## src/rtl/fpadd_issue_if.sv

```systemverilog
// fpadd_issue_if: signal bundle between the operand-issue stage and its environment.
//   in_*   : operand-pair stream into the issue FIFO (valid/ready)
//   out_*  : result stream out of the issue stage (valid/ready, err flag)
//   add_*  : start/operand/done/sum handshake with the multi-cycle adder
// Modports:
//   slave  : the issue stage itself
//   master : the environment (operand source, result sink, adder)
interface fpadd_issue_if;
    logic        in_valid;
    logic        in_ready;
    logic [31:0] in_a;
    logic [31:0] in_b;

    logic        out_valid;
    logic        out_ready;
    logic [31:0] out_sum;
    logic        out_err;

    logic        add_start;
    logic [31:0] add_a;
    logic [31:0] add_b;
    logic        add_done;
    logic [31:0] add_sum;

    modport slave (
        input  in_valid, in_a, in_b, out_ready, add_done, add_sum,
        output in_ready, out_valid, out_sum, out_err, add_start, add_a, add_b
    );

    modport master (
        output in_valid, in_a, in_b, out_ready, add_done, add_sum,
        input  in_ready, out_valid, out_sum, out_err, add_start, add_a, add_b
    );
endinterface

```

## src/rtl/fpadd_issue.sv

```systemverilog
// fpadd_issue: operand-issue stage in front of the multi-cycle FP adder.
// Buffers operand pairs in a FIFO, issues one add at a time with a single-cycle
// start pulse and stable operands, waits for done under a watchdog, and holds
// each result in a registered valid/ready output. A hung adder yields a quiet
// NaN flagged with out_err.
// Ports:
//   clk      : clock, rising edge
//   reset    : synchronous, active-low reset
//   bus      : fpadd_issue_if.slave (operand stream, result stream, adder handshake)
//   busy     : FSM is not idle
//   count    : FIFO occupancy
//   err_cnt  : saturating count of watchdog events
module fpadd_issue #(
    parameter int unsigned DEPTH   = 4,
    parameter int unsigned TIMEOUT = 64,
    localparam int unsigned CW     = $clog2(DEPTH) + 1
) (
    input  logic          clk,
    input  logic          reset,
    fpadd_issue_if.slave  bus,
    output logic          busy,
    output logic [CW-1:0] count,
    output logic [7:0]    err_cnt
);
    localparam int unsigned AW   = $clog2(DEPTH);
    localparam int unsigned TW   = $clog2(TIMEOUT);
    localparam logic [31:0] QNAN = 32'h7FC00000;

    typedef enum logic [1:0] {
        IDLE,
        ISSUE,
        WAIT
    } state_t;

    state_t         state;
    logic [31:0]    mem_a [DEPTH];
    logic [31:0]    mem_b [DEPTH];
    logic [AW-1:0]  wr_ptr;
    logic [AW-1:0]  rd_ptr;
    logic [TW-1:0]  timer;
    logic           push;
    logic           pop;

    // Ready depends on occupancy only, never on the output side.
    assign bus.in_ready = (count != CW'(DEPTH));
    assign push         = bus.in_valid & bus.in_ready;
    // Issue only when no result is pending, so at most one result is in flight.
    assign pop          = (state == IDLE) && (count != '0) && !bus.out_valid;

    // FIFO storage; contents are don't-care until written, so no reset.
    always_ff @(posedge clk) begin
        if (push) begin
            mem_a[wr_ptr] <= bus.in_a;
            mem_b[wr_ptr] <= bus.in_b;
        end
    end

    // Pointers, occupancy, issue FSM, watchdog and output register.
    always_ff @(posedge clk) begin
        if (!reset) begin
            state         <= IDLE;
            busy          <= 1'b0;
            wr_ptr        <= '0;
            rd_ptr        <= '0;
            count         <= '0;
            timer         <= '0;
            err_cnt       <= '0;
            bus.add_start <= 1'b0;
            bus.add_a     <= '0;
            bus.add_b     <= '0;
            bus.out_valid <= 1'b0;
            bus.out_sum   <= '0;
            bus.out_err   <= 1'b0;
        end else begin
            if (push) begin
                wr_ptr <= wr_ptr + AW'(1);
            end
            if (pop) begin
                rd_ptr <= rd_ptr + AW'(1);
            end
            count <= count + CW'(push) - CW'(pop);

            bus.add_start <= 1'b0;
            if (bus.out_valid && bus.out_ready) begin
                bus.out_valid <= 1'b0;
            end

            case (state)
                IDLE: begin
                    if (pop) begin
                        bus.add_a     <= mem_a[rd_ptr];
                        bus.add_b     <= mem_b[rd_ptr];
                        bus.add_start <= 1'b1;
                        timer         <= '0;
                        busy          <= 1'b1;
                        state         <= ISSUE;
                    end
                end
                ISSUE: begin
                    state <= WAIT;
                end
                WAIT: begin
                    timer <= timer + TW'(1);
                    // done takes priority over a watchdog expiring in the same cycle
                    if (bus.add_done) begin
                        bus.out_sum   <= bus.add_sum;
                        bus.out_err   <= 1'b0;
                        bus.out_valid <= 1'b1;
                        busy          <= 1'b0;
                        state         <= IDLE;
                    end else if (timer == TW'(TIMEOUT - 1)) begin
                        bus.out_sum   <= QNAN;
                        bus.out_err   <= 1'b1;
                        bus.out_valid <= 1'b1;
                        if (err_cnt != 8'hFF) begin
                            err_cnt <= err_cnt + 8'd1;
                        end
                        busy          <= 1'b0;
                        state         <= IDLE;
                    end
                end
                default: begin
                    busy  <= 1'b0;
                    state <= IDLE;
                end
            endcase
        end
    end
endmodule

```

## src/flat_wrapper.sv

```systemverilog
// flat-port wrapper written by rule: the top's interface ports become plain ports
module fpadd_issue_flat 
#(
    parameter int unsigned DEPTH   = 4,
    parameter int unsigned TIMEOUT = 64,
    localparam int unsigned CW     = $clog2(DEPTH) + 1
)
  (clk, reset, busy, count, err_cnt, bus_in_valid, bus_in_a, bus_in_b, bus_out_ready, bus_add_done, bus_add_sum, bus_in_ready, bus_out_valid, bus_out_sum, bus_out_err, bus_add_start, bus_add_a, bus_add_b);
  fpadd_issue_if bus_i ();
  input  logic clk;
  input  logic reset;
  output logic busy;
  output logic [CW-1:0] count;
  output logic [7:0] err_cnt;
  input wire logic [$bits(bus_i.in_valid)-1:0] bus_in_valid;
  input wire logic [$bits(bus_i.in_a)-1:0] bus_in_a;
  input wire logic [$bits(bus_i.in_b)-1:0] bus_in_b;
  input wire logic [$bits(bus_i.out_ready)-1:0] bus_out_ready;
  input wire logic [$bits(bus_i.add_done)-1:0] bus_add_done;
  input wire logic [$bits(bus_i.add_sum)-1:0] bus_add_sum;
  output wire logic [$bits(bus_i.in_ready)-1:0] bus_in_ready;
  output wire logic [$bits(bus_i.out_valid)-1:0] bus_out_valid;
  output wire logic [$bits(bus_i.out_sum)-1:0] bus_out_sum;
  output wire logic [$bits(bus_i.out_err)-1:0] bus_out_err;
  output wire logic [$bits(bus_i.add_start)-1:0] bus_add_start;
  output wire logic [$bits(bus_i.add_a)-1:0] bus_add_a;
  output wire logic [$bits(bus_i.add_b)-1:0] bus_add_b;
  assign bus_i.in_valid = bus_in_valid;
  assign bus_i.in_a = bus_in_a;
  assign bus_i.in_b = bus_in_b;
  assign bus_i.out_ready = bus_out_ready;
  assign bus_i.add_done = bus_add_done;
  assign bus_i.add_sum = bus_add_sum;
  assign bus_in_ready = bus_i.in_ready;
  assign bus_out_valid = bus_i.out_valid;
  assign bus_out_sum = bus_i.out_sum;
  assign bus_out_err = bus_i.out_err;
  assign bus_add_start = bus_i.add_start;
  assign bus_add_a = bus_i.add_a;
  assign bus_add_b = bus_i.add_b;
  fpadd_issue #(.DEPTH(DEPTH), .TIMEOUT(TIMEOUT)) u_core (.clk(clk), .reset(reset), .bus(bus_i), .busy(busy), .count(count), .err_cnt(err_cnt));
endmodule
```

## config.mk

```make
export PLATFORM = sky130hd
export DESIGN_NAME = fpadd_issue_flat
export DESIGN_NICKNAME = d
export VERILOG_FILES = /design/src/rtl/fpadd_issue_if.sv /design/src/rtl/fpadd_issue.sv /design/src/flat_wrapper.sv
export SDC_FILE = /design/constraint.sdc
export NUM_CORES = 1
export LEC_CHECK = 0
export ABC_AREA = 1
export CORE_UTILIZATION = 49
export CTS_BUF_LIST = sky130_fd_sc_hd__clkbuf_8 sky130_fd_sc_hd__clkbuf_16
export DETAILED_ROUTE_END_ITERATION = 10
export PLACE_DENSITY = 0.76
export RECOVER_POWER = 50
export SYNTH_ARGS = -nofsm -noshare
export SYNTH_HDL_FRONTEND = slang
export SYNTH_SLANG_ARGS = --single-unit
```

## constraint.sdc

```tcl
create_clock -name clk -period 3.95 [get_ports clk]
set_clock_uncertainty 0.15 [all_clocks]
set_input_delay 0.79 -clock clk [delete_from_list [all_inputs] [get_ports clk]]
set_output_delay 0.79 -clock clk [all_outputs]
set_load 0.05 [all_outputs]
```

Yosys cells after proc, flatten, opt, wreduce, memory -nomap -nowiden
Memory sizes are Yosys's and may differ from the RTL's. A register that Yosys moved wholly into a read port is not among the register bits.
Cells that the tools add are included.
- logic and storage cells: 67
- register bits: 59
- memory bits (writable): 256
- memories: 2
- muxes and demuxes: 21
- bitwise gates (word level): 3
- eq/ne operators: 7
- add/subtract/negate cells: 6
- reduce and logical (&&, ||, !) cells: 17
- memories (name ; words ; width ; read ports ; clocked after Yosys merged registers in ; write ports ; line ; source):
    u_core.mem_a ; 4 ; 32 ; 1 ; 1 ; 1 ; fpadd_issue.sv:36 ; logic [31:0] mem_a [DEPTH];
    u_core.mem_b ; 4 ; 32 ; 1 ; 1 ; 1 ; fpadd_issue.sv:37 ; logic [31:0] mem_b [DEPTH];
- operators with widths (cell ; count):
    two-way mux 32 bit ; 2
    two-way mux 1 bit ; 12
    case mux 6 bit (2 select lines) ; 1
    AND reduction 2 bit ; 5
    adder 8 x 1 -> 8 bit (second input constant) ; 1
    inequality test 8 bit (second input constant) ; 1
    adder 6 x 1 -> 6 bit (second input constant) ; 1
    == test 6 bit (second input constant) ; 1
    two-way mux 2 bit ; 3
    two-way mux 6 bit ; 1
    case mux 2 bit (3 select lines) ; 1
    adder 2 x 1 -> 2 bit (second input constant) ; 2
    AND reduction 4 bit ; 1
    nonzero test 2 bit ; 2
    adder 3 x 1 -> 3 bit ; 1
    logical AND 1 bit ; 3
    logical NOT 1 bit ; 3
    inequality test 3 x 2 -> 1 bit (second input constant) ; 1
    inequality test 3 bit (second input constant) ; 1
    case mux 1 bit (3 select lines) ; 1
    AND reduction 3 bit ; 1
    nonzero test 3 bit ; 1
    subtractor 3 x 1 -> 3 bit ; 1
    == test 2 x 1 -> 1 bit (second input constant) ; 1
    5 further kinds ; 6

Depth between registers and ports, before layout
- word-level depth: 5
- depth in mapped cells: 14
- depth with buffers taken out: 12

Worst setup path before layout
OpenSTA, ideal clock, no wires.
- kind: register -> register
- start point: register u_core.count[1]
- end point: memory u_core.mem_a[0][0] (enable)
- cell stages (with the launch flop): 5
- arrival time: 4.270 ns
- path buffers: 0
- setup slack: -0.957 ns
- library setup time: 0.487 ns
- cells stage by stage: dfxtp_1 inv_1 nand3_1 nand2_1 nor2_1
- cells in the longest elaborated chain, start to end: 4
- RTL lines (element ; line ; source):
    from (decl) ; fpadd_issue.sv:22 ; output logic [CW-1:0] count,
    from (signal assigned) ; fpadd_issue.sv:81 ; count <= count + CW'(push) - CW'(pop);
    inequality test 3 bit ; fpadd_issue.sv:45 ; assign bus.in_ready = (count != CW'(DEPTH));
    via bus_in_ready ; flat_wrapper.sv:21 ; output wire logic [$bits(bus_i.in_ready)-1:0] bus_in_ready;
    bitwise AND 1 bit ; fpadd_issue.sv:46 ; assign push = bus.in_valid & bus.in_ready;
    two-way mux 1 bit ; fpadd_issue.sv:52 ; if (push) begin
    two-way mux 1 bit (not written as such) ; fpadd_issue.sv:53 ; mem_a[wr_ptr] <= bus.in_a;
    to (decl) ; fpadd_issue.sv:36 ;
The timed path passes the listed nets, and every way through them passes these cells.

Worst setup path in the final report
- start point: register u_core.count[1]
- end point: output bus_in_ready
- cells in the longest elaborated chain, start to end: 1
- RTL lines (element ; line):
    inequality test 3 bit ; fpadd_issue.sv:45
    to (decl) ; flat_wrapper.sv:21
No other way between the ends.

==> results_dict.tcl <==
set metrics [dict create \
    setup_viol 0 \
    nets 1541 \
    dp_hpwl_mm 18.58 \
    drt_iter0_markers 853 \
    routabilityCongestion 0.7753 \
    cts_max_level 2 \
    post-route-period-util_pct 74.48 \
    postRouteAntennaNets 0 \
    die_w_microns 172.1 \
    syn_area_per_cell_sq_um 11.46 \
    post-place-cells 1769 \
    cts.sinks 379 \
    core_area_sq_um 28090 \
    start_kind "flop" \
    drc 0 \
    p_per_area_nw_per_um2 745.2 \
    clk_latency_ns 0.52 \
    hold_viol 0 \
    grt_antenna_before_repair 8 \
    cts_setup_buffers 0 \
    io-pin-count 213 \
    die_h_microns 172.1 \
    portBuffers 212 \
    synth.largest_area_cell "edfxtp_1" \
    stdcell_count 1845 \
    fin_crit_ns 2.942 \
    overflow 0 \
    worstSetupEndpointType "output port" \
    netlist_instances 1237 \
    row_count 61 \
    synth_area_sq_um 14170 \
    cts_tree "done" \
    area_delta_synth_final_pct 26.00 \
    violations "max-capacitance violations, max-slew violations" \
    vias 9846 \
    slew_violations 42 \
    rsz0062_at_grt "no" \
    initial_core_util_pct 50.47 \
    yosys_warnings 0 \
    grt_usage_pct 21.07 \
    ir_drop_uv 464.2 \
    grt_max_degree 109 \
    synth_nets 1347 \
    first_pass_iters 7 \
    hold_buffers 0 \
    crit_required_ns 3.01 \
    synth_area_leaders "edfxtp_1 (54%), dfxtp_1 (17%), nor2_1 (7.8%)" \
    cts_root_buf "clkbuf_16" \
    leakagePower_nw 6.309 \
    post_cts_resized 0 \
    drive_gt1_share_pct 6.434 \
    grt_pass1_vias 9494 \
    crit_arrival_ns 2.00 \
    tightest_slew_ns 1.683 \
    synth_cell_types 33 \
    power_mw 13.31 \
    path_class "reg -> out" \
    vias_per_cell 5.337 \
    worst-path-max-fanout 4 \
    ys_seq_area_share_pct 71.60 \
    die_area_sq_um 29610 \
    synth_top_area_share_pct 54.23 \
    finalWirelength_mm 31.32 \
    maxCapViolations 1 \
    hold_slack_ns 0.3096 \
    grt_pass1_wl_mm 48.62 \
    cts-buffers-inserted 38 \
    relSlewSlack_pct -12.21 \
    post_drt_wl_per_cell_microns 16.97 \
    final_util_pct 63.59 \
    clockBufferDepth 3 \
    hold_path_class "reg -> reg" \
    clkTransAtPathRegs_ns 0.06 \
    yosys_register_bits 379 \
    status "finished with violations" \
    fmax_ghz 0.3399 \
]
[sequential cells by signal (all words and copies together), names as in the netlist]
register,cells
u_core.mem_a,128
u_core.rd_ptr,2
u_core.bus.out_valid,1
u_core.wr_ptr,2
u_core.bus.out_sum,32
u_core.bus.add_b,32
u_core.timer,6
u_core.mem_b,128
u_core.bus.add_start,1
u_core.busy,1
u_core.bus.out_err,1
u_core.bus.add_a,32
u_core.state,2
u_core.err_cnt,8
u_core.count,3
[cell type report]
class / count / area [sq um]
clock buffer: 51 / 1175
tap: 378 / 473.0
fill: 2132 / 10230
sequential: 379 / 10150
inverter: 41 / 156.4
multi-input combinational: 742 / 3471
timing repair buffer: 229 / 2260
antenna: 6 / 15.01
clock inverter: 19 / 155.1
[layer usage]
metal	wire length, microns	track usage [%]	share of wire [%]	vias up
met4	907	7.849	2.9	2
met5	13	0	0.042	-
met3	2719	4.875	8.7	64
met2	14520	35.06	46	382
met1	13150	26.86	42	4688
li1	-	-	-	4710
[metrics by stage]
stage	worst slack (ns)	setup TNS (ns)	instance area, sq um
after detailed placement	1.019	0	16540
after global routing	0.7352	0	17850
after global placement	1.014	0	16540
after floorplan	-0.9567	-244.92	14170
after CTS	0.9817	0	17870
final	1.008	0	17860
[path summary, 6_finish.rpt]
path / from / endpoint / slack, ns / depth (start not counted)
max reg2reg: u_core.count[1] / u_core.mem_a[3][14] / 1.07 / 5
min reg2reg: u_core.bus.out_sum[2] / u_core.bus.out_sum[2] / 0.31 / 2
max: u_core.count[1] / bus_in_ready / 1.01 / 3
min: u_core.bus.out_sum[2] / u_core.bus.out_sum[2] / 0.31 / 2
[kinds of logic (layout without fill, tap and decap cells)]
logic type,count (synthesis),count (layout),share of synthesized area [%]
simple gates,405,405,11.10
buf+inv,116,340,4.122
compound gates,323,323,12.01
flops,379,379,71.60
xor+xnor,5,5,0.3089
fa+ha+maj,9,9,0.8474
other cells,0,6,0
[synthesized netlist by cell type, drive strengths merged]
cell type,number
a211oi,1
a21oi,43
and3,1
buf,38
clkbuf,37
dfxtp,123
edfxtp,256
fa,1
ha,8
inv,41
nand2,93
nand3,10
nand3b,2
nand4,1
nor2,296
nor3,1
o21ai,215
o22ai,64
or2,1
xnor2,1
xor2,4
[cells in the final DEF, fill, tap and decap left out, types with 2 or more instances in the layout]
cell type,count
a21oi_1,43
buf_12,2
buf_4,12
bufinv_16,2
clkbuf_1,2
clkbuf_16,42
clkbuf_2,2
clkbuf_8,9
clkdlybuf4s50_1,147
clkinv_2,5
clkinv_8,2
dfxtp_1,121
diode_2,6
dlygate4sd3_1,64
edfxtp_1,256
ha_1,8
inv_1,45
inv_2,4
nand2_1,91
nand2_2,2
nand3_1,8
nand3b_1,2
nor2_1,291
nor2_4,4
o21ai_0,178
o21ai_1,36
o22ai_1,64
xor2_1,4
[power breakdown]
part | leakage, nW | internal (mW) | switching, mW
sequential | 3.35 | 4.87 | 0.276
combinational | 2.26 | 1.34 | 3.16
clock | 0.693 | 2.22 | 1.44
[critical path, cell delays in order, from the launching register on]
cell,delay (ns)
dfxtp_1,0.42
inv_1,0.09
nand3_1,0.15
clkdlybuf4s50_1,0.84
Power figures use the tool's default switching activity.
